## config.mk

```make
export PLATFORM = sky130hd
export DESIGN_NAME = ta_mem_reader_flat
export DESIGN_NICKNAME = d
export VERILOG_FILES = /design/src/rtl/ta_mem_reader_if.sv /design/src/rtl/ta_mem_reader.sv /design/src/flat_wrapper.sv
export SDC_FILE = /design/constraint.sdc
export NUM_CORES = 1
export LEC_CHECK = 0
export ABC_AREA = 1
export CAP_MARGIN = 0
export CORE_ASPECT_RATIO = 0.9
export CORE_MARGIN = 5
export CORE_UTILIZATION = 60
export CTS_BUF_LIST = sky130_fd_sc_hd__clkbuf_2
export DETAILED_ROUTE_END_ITERATION = 10
export PLACE_DENSITY = 0.88
export SLEW_MARGIN = 40
export SYNTH_ARGS = -nofsm -noshare
export SYNTH_HDL_FRONTEND = slang
export SYNTH_SLANG_ARGS = --single-unit
```

## constraint.sdc

```tcl
create_clock -name clk -period 28.8 [get_ports clk]
set_clock_uncertainty 0.2 [all_clocks]
set_input_delay 8.64 -clock clk [delete_from_list [all_inputs] [get_ports clk]]
set_output_delay 8.64 -clock clk [all_outputs]
set_load 0.05 [all_outputs]
```

## src/rtl/ta_mem_reader_if.sv

```systemverilog
// ta_mem_reader_if: TA-state memory read port and beat output handshake of ta_mem_reader.
interface ta_mem_reader_if #(
    parameter int LANES      = 2,
    parameter int DATA_WIDTH = 32,
    parameter int IDX_WIDTH  = 17,
    parameter int ADDR_WIDTH = 17
);
    logic [LANES-1:0]            mem_en;
    logic [LANES*ADDR_WIDTH-1:0] mem_addr;
    logic [LANES*DATA_WIDTH-1:0] mem_rdata;
    logic                        out_valid;
    logic                        out_ready;
    logic [LANES*DATA_WIDTH-1:0] out_data;
    logic [IDX_WIDTH-1:0]        out_clause;
    logic [IDX_WIDTH-1:0]        out_chunk;
    logic [LANES-1:0]            out_lane_mask;
    logic                        out_clause_last;
    logic                        out_last;
    modport master (
        output mem_en, mem_addr, out_valid, out_data, out_clause, out_chunk,
               out_lane_mask, out_clause_last, out_last,
        input  mem_rdata, out_ready
    );
    modport slave (
        input  mem_en, mem_addr, out_valid, out_data, out_clause, out_chunk,
               out_lane_mask, out_clause_last, out_last,
        output mem_rdata, out_ready
    );
endinterface

```

## src/rtl/ta_mem_reader.sv

```systemverilog
// ta_mem_reader: sweeps every (clause, chunk group) of the TA-state memory and streams tagged beats.
// Defining TA_RD_PERF_EN builds the stall_cycles backpressure counter; otherwise it reads 0.
module ta_mem_reader #(
    parameter int CLAUSES    = 2000,
    parameter int LA_CHUNKS  = 49,
    parameter int LANES      = 2,
    parameter int DATA_WIDTH = 32,
    parameter int IDX_WIDTH  = 17,
    parameter int ADDR_WIDTH = 17
) (
    input  logic        clk,
    input  logic        rst_flag,
    input  logic        start,
    input  logic        abort,
    output logic        busy,
    output logic        done,
    output logic [31:0] stall_cycles,
    ta_mem_reader_if.master bus
);
    typedef enum logic [1:0] {IDLE, RUN, DRAIN} state_e;
    typedef struct packed {
        logic [LANES*DATA_WIDTH-1:0] data;
        logic [IDX_WIDTH-1:0]        clause;
        logic [IDX_WIDTH-1:0]        chunk;
        logic [LANES-1:0]            mask;
        logic                        clause_last;
        logic                        last;
    } beat_t;
    state_e           state_q, state_d;
    logic [IDX_WIDTH-1:0] clause_q, chunk_q;
    logic [1:0]       cnt_q;
    logic             rp_q, wp_q, inflight_q, done_q;
    beat_t            meta_q, head, wr_beat;
    beat_t            fifo_q [2];
    logic [LANES-1:0] mask;
    logic             grp_last, sweep_last, issue, pop, push, accept;
    always_comb begin
        for (int i = 0; i < LANES; i++) begin
            mask[i] = 32'(chunk_q) + i < LA_CHUNKS;
            bus.mem_addr[i*ADDR_WIDTH +: ADDR_WIDTH] = issue ? ADDR_WIDTH'(32'(clause_q) * LA_CHUNKS + 32'(chunk_q) + i) : '0;
        end
    end
    assign grp_last   = 32'(chunk_q) + LANES >= LA_CHUNKS;
    assign sweep_last = grp_last && 32'(clause_q) == CLAUSES - 1;
    assign head       = fifo_q[rp_q];
    assign pop        = bus.out_valid && bus.out_ready;
    assign push       = inflight_q;
    assign accept     = state_q == IDLE && start && !abort;
    // Counting the in-flight read against the 2-entry buffer means a stalled consumer can never overflow it
    assign issue      = state_q == RUN && !abort && cnt_q + {1'b0, inflight_q} < 2'd2;
    assign bus.mem_en          = issue ? mask : '0;
    assign bus.out_valid       = cnt_q != 2'd0;
    assign bus.out_data        = head.data;
    assign bus.out_clause      = head.clause;
    assign bus.out_chunk       = head.chunk;
    assign bus.out_lane_mask   = head.mask;
    assign bus.out_clause_last = head.clause_last;
    assign bus.out_last        = head.last;
    assign busy = state_q != IDLE;
    assign done = done_q;
    always_comb begin
        wr_beat = meta_q;
        for (int i = 0; i < LANES; i++)
            wr_beat.data[i*DATA_WIDTH +: DATA_WIDTH] = meta_q.mask[i] ? bus.mem_rdata[i*DATA_WIDTH +: DATA_WIDTH] : '0;
    end
    always_comb begin
        state_d = abort ? IDLE :
                  state_q == IDLE ? (start ? RUN : IDLE) :
                  state_q == RUN ? (issue && sweep_last ? DRAIN : RUN) :
                  (pop && head.last ? IDLE : DRAIN);
    end
    always_ff @(posedge clk or posedge rst_flag) begin
        if (rst_flag) begin
            state_q    <= IDLE;
            clause_q   <= '0;
            chunk_q    <= '0;
            cnt_q      <= '0;
            rp_q       <= 1'b0;
            wp_q       <= 1'b0;
            inflight_q <= 1'b0;
            done_q     <= 1'b0;
            meta_q     <= '0;
            fifo_q[0]  <= '0;
            fifo_q[1]  <= '0;
        end else begin
            state_q <= state_d;
            done_q  <= !abort && state_q == DRAIN && pop && head.last;
            if (abort || accept) begin
                clause_q <= '0;
                chunk_q  <= '0;
            end else if (issue) begin
                chunk_q  <= grp_last ? '0 : chunk_q + IDX_WIDTH'(LANES);
                clause_q <= !grp_last ? clause_q : sweep_last ? '0 : clause_q + IDX_WIDTH'(1);
            end
            if (abort) begin
                cnt_q      <= '0;
                rp_q       <= 1'b0;
                wp_q       <= 1'b0;
                inflight_q <= 1'b0;
            end else begin
                inflight_q <= issue;
                if (issue)
                    meta_q <= '{'0, clause_q, chunk_q, mask, grp_last, sweep_last};
                if (push) begin
                    fifo_q[wp_q] <= wr_beat;
                    wp_q         <= !wp_q;
                end
                if (pop)
                    rp_q <= !rp_q;
                cnt_q <= cnt_q + {1'b0, push} - {1'b0, pop};
            end
        end
    end
`ifdef TA_RD_PERF_EN
    logic [31:0] stall_q;
    always_ff @(posedge clk or posedge rst_flag) begin
        if (rst_flag)
            stall_q <= '0;
        else if (accept)
            stall_q <= '0;
        else if (bus.out_valid && !bus.out_ready && stall_q != '1)
            stall_q <= stall_q + 32'd1;
    end
    assign stall_cycles = stall_q;
`else
    assign stall_cycles = '0;
`endif
endmodule

```

## src/flat_wrapper.sv

```systemverilog
// flat-port wrapper written by rule: the top's interface ports become plain ports
module ta_mem_reader_flat 
#(
    parameter int CLAUSES    = 2000,
    parameter int LA_CHUNKS  = 49,
    parameter int LANES      = 2,
    parameter int DATA_WIDTH = 32,
    parameter int IDX_WIDTH  = 17,
    parameter int ADDR_WIDTH = 17
)
  (clk, rst_flag, start, abort, busy, done, stall_cycles, bus_mem_en, bus_mem_addr, bus_out_valid, bus_out_data, bus_out_clause, bus_out_chunk, bus_out_lane_mask, bus_out_clause_last, bus_out_last, bus_mem_rdata, bus_out_ready);
  ta_mem_reader_if #(.LANES(LANES), .DATA_WIDTH(DATA_WIDTH), .IDX_WIDTH(IDX_WIDTH), .ADDR_WIDTH(ADDR_WIDTH)) bus_i ();
  input  logic clk;
  input  logic rst_flag;
  input  logic start;
  input  logic abort;
  output logic busy;
  output logic done;
  output logic [31:0] stall_cycles;
  output wire logic [$bits(bus_i.mem_en)-1:0] bus_mem_en;
  output wire logic [$bits(bus_i.mem_addr)-1:0] bus_mem_addr;
  output wire logic [$bits(bus_i.out_valid)-1:0] bus_out_valid;
  output wire logic [$bits(bus_i.out_data)-1:0] bus_out_data;
  output wire logic [$bits(bus_i.out_clause)-1:0] bus_out_clause;
  output wire logic [$bits(bus_i.out_chunk)-1:0] bus_out_chunk;
  output wire logic [$bits(bus_i.out_lane_mask)-1:0] bus_out_lane_mask;
  output wire logic [$bits(bus_i.out_clause_last)-1:0] bus_out_clause_last;
  output wire logic [$bits(bus_i.out_last)-1:0] bus_out_last;
  input wire logic [$bits(bus_i.mem_rdata)-1:0] bus_mem_rdata;
  input wire logic [$bits(bus_i.out_ready)-1:0] bus_out_ready;
  assign bus_mem_en = bus_i.mem_en;
  assign bus_mem_addr = bus_i.mem_addr;
  assign bus_out_valid = bus_i.out_valid;
  assign bus_out_data = bus_i.out_data;
  assign bus_out_clause = bus_i.out_clause;
  assign bus_out_chunk = bus_i.out_chunk;
  assign bus_out_lane_mask = bus_i.out_lane_mask;
  assign bus_out_clause_last = bus_i.out_clause_last;
  assign bus_out_last = bus_i.out_last;
  assign bus_i.mem_rdata = bus_mem_rdata;
  assign bus_i.out_ready = bus_out_ready;
  ta_mem_reader #(.CLAUSES(CLAUSES), .LA_CHUNKS(LA_CHUNKS), .LANES(LANES), .DATA_WIDTH(DATA_WIDTH), .IDX_WIDTH(IDX_WIDTH), .ADDR_WIDTH(ADDR_WIDTH)) u_core (.clk(clk), .rst_flag(rst_flag), .start(start), .abort(abort), .busy(busy), .done(done), .stall_cycles(stall_cycles), .bus(bus_i));
endmodule
```

; ---- Word-level counts from Yosys, hierarchy flattened
; Index checks and enable logic that the tools add are counted.
[totals]
ff_bits = 284
in_bits = 69
elab_cells = 103
output_inout_bits = 173
[op_classes]
eq_ne = 3
bitwise = 3
reduce_logical = 26
magnitude_cmp = 7
multipliers = 1
addsub = 8
muxes = 30
[op_table]
columns = cell, count
row1 = $mux W102, 4
row2 = $bwmux W204, 1
row3 = $mux W17, 9
row4 = $demux W102 S1, 1
row5 = $mux W32, 2
row6 = $add A17 B1 Y17 const B, 2
row7 = $ge A32 B6 Y1 const B, 1
row8 = $lt A32 B6 Y1 const B, 1
row9 = $add A17 B1 Y18 const B, 1
row10 = $add A17 B2 Y18 const B, 1
row11 = $add A17 B17 Y17, 1
row12 = $add A17 B2 Y17 const B, 1
row13 = $eq A17 B11 Y1 const B, 1
row14 = $lt A17 B6 Y1 const B, 1
row15 = $mul A17 B6 Y17 const B, 1
row16 = $mux W2, 7
row17 = $logic_and A1 B1 Y1, 12
row18 = $reduce_bool A2 Y1, 6
row19 = $mux W1, 6
row20 = $reduce_and A2 Y1, 3
row21 = $ge A2 B2 Y1 const B, 2
row22 = $not A1 Y2, 2
row23 = $logic_not A1 Y1, 3
row24 = $add A2 B1 Y2, 1
row25 = 8 further kinds, 8

; ---- Depth between registers and ports, before layout
; Gate-level depths: netlist of run 1.
[depth]
word_depth = 9
depth_mapped = 24
depth_no_buf = 24

; ---- Least setup slack after synthesis of run 1
; OpenSTA, ideal clock, no wires.
[synth_path]
path_kind = in2out
startpoint = input abort
endpoint = output bus_mem_addr[30]
setup_slack_ns = 9.252
required_time_ns = 19.960
stages = 6
path_buffers = 1
arrival_ns = 10.708
path_cell_list = nor2_1 -> inv_1 -> buf_2 -> nor2_1 -> inv_1 -> a21oi_1
[synth_via]
elab_chain_cells = 4
[synth_rtl]
columns = item, line_no
row1 = "start, declared", flat_wrapper.sv:16  ; input logic abort;
row2 = $logic_not A1 Y1, ta_mem_reader.sv:50  ; assign issue = state_q == RUN && !abort && cnt_q + {1'b0, inflight_q} < 2'd2;
row3 = $logic_and A1 B1 Y1 (2 in a row), ta_mem_reader.sv:50
row4 = $mux W17, ta_mem_reader.sv:40  ; bus.mem_addr[i*ADDR_WIDTH +: ADDR_WIDTH] = issue ? ADDR_WIDTH'(32'(clause_q) * LA_CHUNKS + 32'(chunk_q) + i) : ...
row5 = "end, declared", flat_wrapper.sv:21  ; output wire logic [$bits(bus_i.mem_addr)-1:0] bus_mem_addr;
; No other way between the ends.

; ---- Final worst setup path of run 1
[layout_path]
startpoint = input abort
endpoint = output bus_mem_en[1]
[layout_via]
elab_chain_cells = 4
[layout_rtl]
columns = item, line_no
row1 = $logic_not A1 Y1, ta_mem_reader.sv:50
row2 = $logic_and A1 B1 Y1 (2 in a row), ta_mem_reader.sv:50
row3 = $mux W2, ta_mem_reader.sv:51  ; assign bus.mem_en = issue ? mask : '0;
row4 = "end, declared", flat_wrapper.sv:20  ; output wire logic [$bits(bus_i.mem_en)-1:0] bus_mem_en;
; No other way between the ends.

==> impl_metrics.env, run 1 <==
export IMPL_power_frac_seq=0.377
export IMPL_synth_main_ff_cell="dfrtp_1"
export IMPL_postRouteAntennaNets=0
export IMPL_p_int_uw=753
export IMPL_yosys_top_cells_count="nand2_1 (809), dfrtp_1 (280), o21ai_0 (253)"
export IMPL_synth_top_cell_area_share=0.462
export IMPL_drt_iter0_drc=1344
export IMPL_syn_avg_cell_area_um2=7.56
export IMPL_switching_power_uw=648
export IMPL_max_freq_mhz=49.8
export IMPL_netlist_instances=2004
export IMPL_io_pins=242
export IMPL_drive_gt1_frac=0.0631
export IMPL_grt_total_usage=0.267
export IMPL_hold_buffers=0
export IMPL_cts_tree="built"
export IMPL_cts_sinks=280
export IMPL_numCtsBuffers=72
export IMPL_finalWorstSetupSlack_ns=8.70
export IMPL_switching_share=0.463
export IMPL_vias=13600
export IMPL_irDropWorstVdd_mv=0.0449
export IMPL_worstPathRequired_ns=19.96
export IMPL_drt_wirelength_per_cell_um=14.8
export IMPL_post_place_ws_ns=8.70
export IMPL_overflow=0
export IMPL_power_frac_comb=0.444
export IMPL_wl_mm=38.4
export IMPL_viasPerCell=5.26
export IMPL_htree_levels=3
export IMPL_worstPathArrival_ns=11.26
export IMPL_cp_max_fo=86
export IMPL_grt_pass1_wl_mm=63.5
export IMPL_cts_resized=0
export IMPL_worst_hold_path_type="flop to flop"
export IMPL_rows=55
export IMPL_fin_crit_sh=0.698
export IMPL_ys_async_sr_fraction=1.00
export IMPL_synth_area_leaders="dfrtp_1 (46%), nand2_1 (20%), o21ai_0 (8.4%)"
export IMPL_yosysMostFrequentCell="nand2_1"
export IMPL_drc=0
export IMPL_crit_chain="clkdlybuf4s50_1, nor2_4, buf_4, nand3_1, nor2_1, clkdlybuf4s50_1"
export IMPL_die_x_um=178
export IMPL_p_leak_uw=0.00903
export IMPL_power_density_nw_per_um2=78.1
export IMPL_synth_warnings=0
export IMPL_clock_path_buffers=3
export IMPL_slowest_delay_ns=0.82
export IMPL_drv_cap=0
export IMPL_startpoint_type="input port"
export IMPL_grt_antenna_before_repair=1
export IMPL_timing_final_hold_violations=0
export IMPL_numPortBuffers=208
export IMPL_slew_headroom=0.456
export IMPL_die_height_um=161
export IMPL_report_final_slew_viol_count=0
export IMPL_slowest_stage="clkdlybuf4s50_1"
export IMPL_start_util=0.605
export IMPL_path_common_cell="clkdlybuf4s50_1"
export IMPL_endpoint_kind="primary output"
export IMPL_dr_pass1_iters=6
export IMPL_p_clk_frac=0.179
export IMPL_outcome="complete, no violations"
export IMPL_finalCriticalPeriod_ns=20.10
export IMPL_cts_setup_buffers=0
export IMPL_seq_area_frac_synth=0.462
export IMPL_grt_max_degree=148
export IMPL_netlist_area_um2=15200
export IMPL_path_class="input port to primary output"
export IMPL_tightest_slew_ns=0.815
export IMPL_cts_root_buf="clkbuf_2"
export IMPL_dieArea_um2=28500
export IMPL_gp_congestion=0.881
export IMPL_rsz0062_at_grt="false"
export IMPL_synth_cell_types=38
export IMPL_ys_ff_latch=280
export IMPL_place_detailed_hpwl_mm=26.4
export IMPL_grt_pass1_vias=13200
export IMPL_clk_pin_slew_ns=0.11
export IMPL_core_area_um2=25000
export IMPL_synth_edf_count=0
export IMPL_fin_nets=2346
export IMPL_clk_latency_ns=0.86
export IMPL_yosys_area_top_type="dfrtp_1"
export IMPL_fin_tns_setup_ns=0
export IMPL_setup_viol=0
export IMPL_syn_to_final_growth_pct=18.3
==> sequential cells by signal (all words and copies together) (netlist names) <==
register,count
u_core.state_q,2
u_core.done,1
u_core.rp_q,1
u_core.cnt_q,2
u_core.clause_q,17
u_core.wp_q,1
u_core.fifo_q,202
u_core.meta_q,37
u_core.chunk_q,16
u_core.inflight_q,1
==> cell type report <==
| cell class | instances | area, um2 |
|---|---|---|
| fillers | 2040 | 7120 |
| flip-flops and latches | 280 | 7010 |
| multi-input cells | 1427 | 6910 |
| repair buffers | 218 | 2200 |
| inverters | 205 | 782 |
| clock buffers | 98 | 490 |
| well taps | 342 | 428 |
| clock inverters | 24 | 108 |
| diodes | 1 | 2.50 |
==> stage by stage <==
step / hold WS [ns] / utilization / cell area (um2) / total power [uW] / cells
3_3_place_gp: 0.263 / 0.689 / 17200 / 1140 / 2470
2_1_floorplan: 0.232 / - / 15300 / 950 / 2036
3_5_place_dp: 0.254 / 0.690 / 17300 / 1150 / 2470
5_1_grt: 0.235 / 0.716 / 17900 / 1490 / 2595
6_report: 0.227 / 0.716 / 17900 / 1400 / 2595
4_1_cts: 0.230 / 0.713 / 17900 / 1410 / 2592
==> power groups by stage <==
stage                     Sequential, uW  Clock [uW]  Combinational [uW]
final                                528         251                 622
after floorplan                      511           0                 439
after detailed placement             534           0                 619
after CTS                            527         258                 621
after global routing                 539         280                 670
after global placement               529           0                 607
==> kinds of logic (layout without fill, tap and decap cells) <==
group,count (synthesis),count (layout),synth area share
and+or+nand+nor,1004,1004,0.262
buffers and inverters,329,545,0.0923
AOI/OAI and AO/OA,293,293,0.0990
DFF,280,280,0.462
adders and majority gates,73,73,0.0702
xor gates and xnor gates,23,23,0.0133
other,2,35,0.000496
==> layout by cell type (no fill, tap or decap), types with 3 or more instances in the layout <==
cell type        netlist  routed
o22ai_1                3       3
nand2_1              809     807
inv_1                203     201
xnor2_1                7       7
nor2_4                 2       3
nor3_1                10      10
buf_4                 33       6
inv_2                  1       5
nand3_1               63      63
clkdlybuf4s50_1        0     208
nor2_2                 3       3
clkbuf_2               0      98
fa_1                  20      20
a21oi_1               23      23
nand2_2                4       4
xor2_1                16      16
conb_1                 2      34
ha_1                  53      53
o21ai_1                5       5
o21ai_2                6       6
clkinv_1               1      18
dfrtp_1              280     278
o21ai_0              253     253
nor2_1                88      87
nand4_1               15      15
==> path summary, 6_finish.rpt <==
path	startpoint	to	slack, ns	cells past startpoint
setup / recovery	abort	bus_mem_en[1]	8.70	6
hold / removal	u_core.meta_q[27]	u_core.fifo_q[27]	0.23	2
setup reg to reg	u_core.chunk_q[2]	u_core.clause_q[9]	25.90	12
hold reg to reg	u_core.meta_q[27]	u_core.fifo_q[27]	0.23	2
max in group asynchronous	rst_flag	u_core.fifo_q[72]	18.15	5
min in group asynchronous	rst_flag	u_core.fifo_q[145]	7.98	2
==> metal layers <==
layer | GRT usage | part of all wire | vias to the layer above
li1 | - | - | 6620
met5 | 0 | 0 | -
met3 | 0.0539 | 0.081 | 60
met4 | 0.0865 | 0.019 | 0
met2 | 0.427 | 0.47 | 522
met1 | 0.370 | 0.43 | 6447
==> worst max-delay path: cells and delay by family <==
kind | cells | cell delay (ns)
buffers and inverters | 3 | 1.96
and+or+nand+nor | 3 | 0.63
No activity file was read; power rests on OpenSTA's default activity.
==> run 2, diff against run 1 <==
- CORE_UTILIZATION: 60 -> 51
- PLACE_DENSITY: 0.88 -> 0.8
- clock period: 28.8 -> 16.7 ns (I/O delays scaled with it)
==> run 2 against run 1 <==
Compared with the run above:
- setup slack worse by 4.9 ns
- first-iteration DRC count fell by 32%
- sequential share of layout area down 0.090 points
- cell count rose by 1.8%
- count of clock-buffer cells in the layout shrank 3
- via count shrank 2.5%
- combinational power grew 70%
- worst hold slack gained 0.018 ns
- sequential power increased by 73%
- sequential cell count unchanged
- critical path depth is 1 higher
==> impl_metrics.env, run 2 (synthesized netlist as in run 1, its figures left out) <==
export IMPL_layout_commonest_cell="nand2_1"
export IMPL_min_path_cells=2
export IMPL_clock_path_buffers=3
export IMPL_reg2reg_depth=12
export IMPL_numCtsBuffers=71
export IMPL_overflow=0
export IMPL_place_detailed_hpwl_mm=25.7
export IMPL_setup_viol=0
export IMPL_drt_wirelength_per_cell_um=14.0
export IMPL_fin_crit_sh=0.770
export IMPL_power_density_nw_per_um2=133
export IMPL_grt_max_degree=141
export IMPL_io_pins=242
export IMPL_utilization=0.618
export IMPL_start_util=0.521
export IMPL_numPortBuffers=208
export IMPL_outcome="complete, no violations"
export IMPL_grt_antenna_before_repair=2
export IMPL_syn_to_final_growth_pct=18.6
export IMPL_core_area_um2=29100
export IMPL_vias=13300
export IMPL_final_cells=2641
export IMPL_path_class="input port to primary output"
export IMPL_final_cell_mix="nand2_1 (807), dfrtp_1 (278), o21ai_0 (253)"
export IMPL_endpoint_kind="primary output"
export IMPL_cts_root_buf="clkbuf_2"
export IMPL_die_height_um=174
export IMPL_max_freq_mhz=77.7
export IMPL_clk_latency_ns=0.83
export IMPL_placedInstanceArea_um2=17400
export IMPL_drive_gt1_frac=0.0615
export IMPL_irDropWorstVdd_mv=0.0854
export IMPL_rsz0062_at_grt="false"
export IMPL_finalWorstSetupSlack_ns=3.84
export IMPL_worstPathArrival_ns=7.65
export IMPL_slew_headroom=0.442
export IMPL_clk_pin_slew_ns=0.10
export IMPL_worstPathRequired_ns=11.49
export IMPL_timing_final_hold_violations=0
export IMPL_drv_cap=0
export IMPL_cp_max_fo=54
export IMPL_slowest_delay_ns=0.83
export IMPL_die_x_um=192
export IMPL_dieArea_um2=33300
export IMPL_cts_setup_buffers=0
export IMPL_viasPerCell=5.04
export IMPL_tightest_slew_ns=0.838
export IMPL_fin_tns_setup_ns=0
export IMPL_slowest_stage="clkdlybuf4s50_1"
export IMPL_fin_nets=2345
export IMPL_grt_total_usage=0.221
export IMPL_largest_register_ff_count=202
export IMPL_drc=0
export IMPL_post_place_ws_ns=3.82
export IMPL_startpoint_type="input port"
export IMPL_htree_levels=3
export IMPL_report_final_slew_viol_count=0
export IMPL_gp_congestion=0.916
export IMPL_wl_mm=37.0
export IMPL_cts_tree="built"
export IMPL_worst_hold_path_type="flop to flop"
export IMPL_final_area_um2=18000
export IMPL_cts_sinks=280
export IMPL_grt_pass1_wl_mm=62.2
export IMPL_drt_iter0_drc=908
export IMPL_top_regs="u_core.fifo_q x202, u_core.meta_q x37, u_core.clause_q x17"
export IMPL_postRouteAntennaNets=0
export IMPL_crit_chain="clkdlybuf4s50_1, nor2_4, buf_4, buf_4, o21ai_0, a21oi_1, clkdlybuf4s50_1"
export IMPL_cts_resized=0
export IMPL_p_leak_uw=0.00902
export IMPL_grt_pass1_vias=12800
export IMPL_rows=59
export IMPL_dp_cells=2525
export IMPL_hold_buffers=0
export IMPL_finalCriticalPeriod_ns=12.86
export IMPL_largest_register="u_core.fifo_q"
export IMPL_dr_pass1_iters=5
-- run 2: changes by cell type in the layout (fill, tap and decap cells not counted), moves of 2 or more --
cell,delta
clkinv_1,-5
clkbuf_2,-3
buf_6,+2
clkinv_2,+2
clkinvlp_4,-2
inv_2,-2
-- run 2: worst paths after layout --
kind	start	endpoint	slack, ns
min reg2reg	u_core.meta_q[29]	u_core.fifo_q[131]	0.24
min in group asynchronous	rst_flag	u_core.fifo_q[47]	4.57
max reg2reg	u_core.chunk_q[2]	u_core.clause_q[11]	13.83
max in group asynchronous	rst_flag	u_core.meta_q[32]	10.45
min	u_core.meta_q[29]	u_core.fifo_q[131]	0.24
max	abort	bus_mem_addr[22]	3.84
-- run 2: critical path, delay by kind of cell --
kind,cells,cell delay [ns]
buffers and inverters,4,2.14
AO/OA/AOI/OAI,2,0.32
AND/OR/NAND/NOR,1,0.15
-- run 2: cell type report --
type / count / area, um2
fill: 2605 / 11100
sequential: 280 / 7010
multi-input combinational: 1427 / 6910
timing repair buffer: 218 / 2180
inverter: 205 / 783
tap: 396 / 495
clock buffer: 95 / 475
clock inverter: 18 / 105
antenna: 2 / 5.00
-- run 2: per-layer routing --
layer / vias to the layer above / share of wire / GRT usage
met2: 439 / 0.45 / 0.346
met5: - / 0.00032 / 0
met3: 55 / 0.073 / 0.0471
met1: 6205 / 0.46 / 0.313
li1: 6612 / - / -
met4: 2 / 0.017 / 0.0652
-- run 2: metrics by stage --
stage / power (uW) / hold WS [ns]
after global routing: 2550 / 0.283
final: 2400 / 0.244
after global placement: 1960 / 0.265
after detailed placement: 1990 / 0.264
after floorplan: 1640 / 0.232
after CTS: 2420 / 0.254
-- run 2: report_power, final --
group / internal, uW / switching, uW / total (uW)
Sequential: 814 / 97.4 / 911
Clock: 168 / 258 / 426
Combinational: 321 / 740 / 1060
Total: 1300 / 1090 / 2400
==> RTL edit (config.mk and constraints of run 2) <==
`ADDR_WIDTH` is set to 17 in 3 places; all go to 34.
--- a/src/rtl/ta_mem_reader_if.sv
+++ b/src/rtl/ta_mem_reader_if.sv
@@ -3,7 +3,7 @@
     parameter int LANES      = 2,
     parameter int DATA_WIDTH = 32,
     parameter int IDX_WIDTH  = 17,
-    parameter int ADDR_WIDTH = 17
+    parameter int ADDR_WIDTH = 34
 );
     logic [LANES-1:0]            mem_en;
     logic [LANES*ADDR_WIDTH-1:0] mem_addr;
--- a/src/rtl/ta_mem_reader.sv
+++ b/src/rtl/ta_mem_reader.sv
@@ -6,7 +6,7 @@
     parameter int LANES      = 2,
     parameter int DATA_WIDTH = 32,
     parameter int IDX_WIDTH  = 17,
-    parameter int ADDR_WIDTH = 17
+    parameter int ADDR_WIDTH = 34
 ) (
     input  logic        clk,
     input  logic        rst_flag,
--- a/src/flat_wrapper.sv
+++ b/src/flat_wrapper.sv
@@ -6,7 +6,7 @@
     parameter int LANES      = 2,
     parameter int DATA_WIDTH = 32,
     parameter int IDX_WIDTH  = 17,
-    parameter int ADDR_WIDTH = 17
+    parameter int ADDR_WIDTH = 34
 )
   (clk, rst_flag, start, abort, busy, done, stall_cycles, bus_mem_en, bus_mem_addr, bus_out_valid, bus_out_data, bus_out_clause, bus_out_chunk, bus_out_lane_mask, bus_out_clause_last, bus_out_last, bus_mem_rdata, bus_out_ready);
   ta_mem_reader_if #(.LANES(LANES), .DATA_WIDTH(DATA_WIDTH), .IDX_WIDTH(IDX_WIDTH), .ADDR_WIDTH(ADDR_WIDTH)) bus_i ();
Ports: changed (resized bus_mem_addr); port bits go from 242 to 276. The function was not compared with the original's and may differ.
==> RTL edit against run 2 <==
Power fell by 0.59%; setup slack worse by 0.67 ns; count of clock-buffer cells in the layout rose by 5; sequential power barely moved; sequential share of layout area is 3.0 points lower; non-clock buffer count is 15 higher; sequential cell count unchanged; synthesized area rose by 8.7%; routed wire length increased by 14%; synthesized cell count up 11%; final area is 8.3% higher; maximum frequency down 4.9%; critical path type unchanged; highest routed layer unchanged.
==> RTL edit: results (changes against run 2) <==
Outcome: completed (unchanged). The number of buffers created by CTS is 70 (was 71). The end of the worst register-to-register path is u_core.meta_q[3] (was u_core.clause_q[11]). The maximum net fanout on the critical path came out at 83 (was 54). The relative slew slack is 0.4440 (was 0.4416). Most instantiated cells after synthesis: sky130_fd_sc_hd__nand2_1, sky130_fd_sc_hd__dfrtp_1, sky130_fd_sc_hd__o21ai_0, sky130_fd_sc_hd__inv_1, sky130_fd_sc_hd__nor2_1 (unchanged). The first-iteration detailed-routing DRC count is 1198 (was 908). The reported leakage power is 0.01007 µW (was 0.009021 µW). The count of buffers inserted at the top-level ports is 223 (was 208). The sequential fraction of the synthesis area is 0.4254 (was 0.4624). The total global-route track usage came out at 0.2312 (was 0.2214).

The total setup buffers inserted after CTS is 0 (unchanged). The post-CTS clock slew at the launch and capture registers of the worst setup and hold paths was 0.08 ns (was 0.10 ns). The met3 demand-to-capacity share in global routing came out at 0.04337 (was 0.04712). The endpoint arrival time on the critical path is 8.32 ns (was 7.65 ns). The number of global-route vias before repair came to 14420 (was 12780). The global-route met2 utilization was 0.3709 (was 0.3458). The number of detailed-routing iterations run before antenna repair is 6 (was 5). The depth of the most critical reg-to-reg path came out at 10 (was 12).

The final estimated routing congestion in global placement came to 0.8929 (was 0.9156). The wire length of the first global-routing pass is 70110 µm (was 62200 µm). The average wire per standard cell is 14.52 µm (was 14.01 µm). The delay contributed by the slowest stage of the critical path came out at 0.81 ns (was 0.83 ns).

The met1 track demand over resource is 0.3280 (was 0.3128). The startpoint of the worst-slack reg-to-reg timing path is u_core.cnt_q[0] (was u_core.chunk_q[2]). The share of post-route cells with drive strength above 1 came out at 0.06458 (was 0.06152). The register-to-register setup slack came to 13.31 ns (was 13.83 ns). The setup slack after placement is 3.193 ns (was 3.817 ns). The final net count is 2618 (was 2345). The tightest hold margin came out at 0.2892 ns (was 0.2442 ns). The mean number of vias per cell is 5.073 (was 5.041). The pin count of the biggest net entering global routing is 161 (was 141). The end point of the most critical hold path is u_core.fifo_q[41] (was u_core.fifo_q[131]). The hold path startpoint is u_core.fifo_q[41] (was u_core.meta_q[29]).

The peak supply drop came out at 0.1250 mV (was 0.08542 mV). The post-detailed-placement cell area came out at 18770 µm² (was 17360 µm²). The HPWL after detailed placement was 29910 µm (was 25720 µm). The number of distinct library cell variants in the gate-level netlist after synthesis came to 40 (was 38).
## RTL edit: cell count changes after synthesis, moves of 18 or more
cell	before	now
sky130_fd_sc_hd__ha_1	53	86
sky130_fd_sc_hd__buf_4	33	52
sky130_fd_sc_hd__nor2_1	88	106
sky130_fd_sc_hd__a21oi_1	23	46
sky130_fd_sc_hd__nand2_1	809	853
sky130_fd_sc_hd__inv_1	203	239
## RTL edit: area by class of cell
| cell class | instances | area (µm²) |
|---|---|---|
| timing repair buffer | 233 | 2340 |
| fill | 2839 | 12430 |
| multi-input combinational | 1612 | 7990 |
| tap | 416 | 520.5 |
| clock buffer | 100 | 500.5 |
| antenna | 1 | 2.502 |
| clock inverter | 22 | 147.6 |
| sequential | 280 | 7013 |
| inverter | 246 | 939.7 |
## RTL edit: logic make-up after synthesis
group,after synthesis,share of synthesized area
flip-flops,280,0.4254
AO/OA/AOI/OAI,336,0.1060
XOR/XNOR,16,0.008508
other,2,0.0004560
adder cells (fa/ha/maj),106,0.08964
AND/OR/NAND/NOR,1101,0.2679
buffers and inverters,392,0.1022
## RTL edit: stage by stage
stage / instances / total power [µW] / util
floorplan: 2284 / 1609 / -
global placement: 2786 / 1916 / 0.5881
detailed placement: 2786 / 1939 / 0.5888
CTS: 2908 / 2401 / 0.6092
global route: 2910 / 2537 / 0.6102
finish: 2910 / 2384 / 0.6102
## RTL edit: how the worst max path moves through the flow
stage,startpoint,endpoint,slack (ns),cells after the start
detailed placement,abort,bus_mem_en[1],3.19,9
CTS,abort,bus_mem_en[1],3.19,9
global route,abort,bus_mem_en[1],2.86,9
floorplan,rst_flag,u_core.chunk_q[10],3.77,1
finish,abort,bus_mem_en[1],3.17,9
global placement,abort,bus_mem_en[0],3.32,9
## RTL edit: per-layer routing
layer	share of wire	routed length, µm
met3	0.074	3114
met2	0.46	19430
met1	0.45	19110
met4	0.014	587
met5	0.00031	13
## RTL edit: where the power goes
| group | total (µW) | leakage (µW) | internal [µW] | switching [µW] |
|---|---|---|---|---|
| clock network | 457 | 0.000487 | 192 | 265 |
| logic | 1020 | 0.00577 | 307 | 709 |
| registers | 911 | 0.00382 | 809 | 103 |
## RTL edit: worst register-to-register path, stage by stage, from the launching register on
cell and delay (ns):
sky130_fd_sc_hd__dfrtp_1 0.39, sky130_fd_sc_hd__ha_1 0.19, sky130_fd_sc_hd__xnor2_1 0.15, sky130_fd_sc_hd__inv_1 0.09, sky130_fd_sc_hd__nor2_1 0.34, sky130_fd_sc_hd__nand2_2 0.08
sky130_fd_sc_hd__buf_4 0.36, sky130_fd_sc_hd__inv_1 0.59, sky130_fd_sc_hd__buf_4 0.36, sky130_fd_sc_hd__nand4_1 0.26, sky130_fd_sc_hd__o22ai_1 0.19
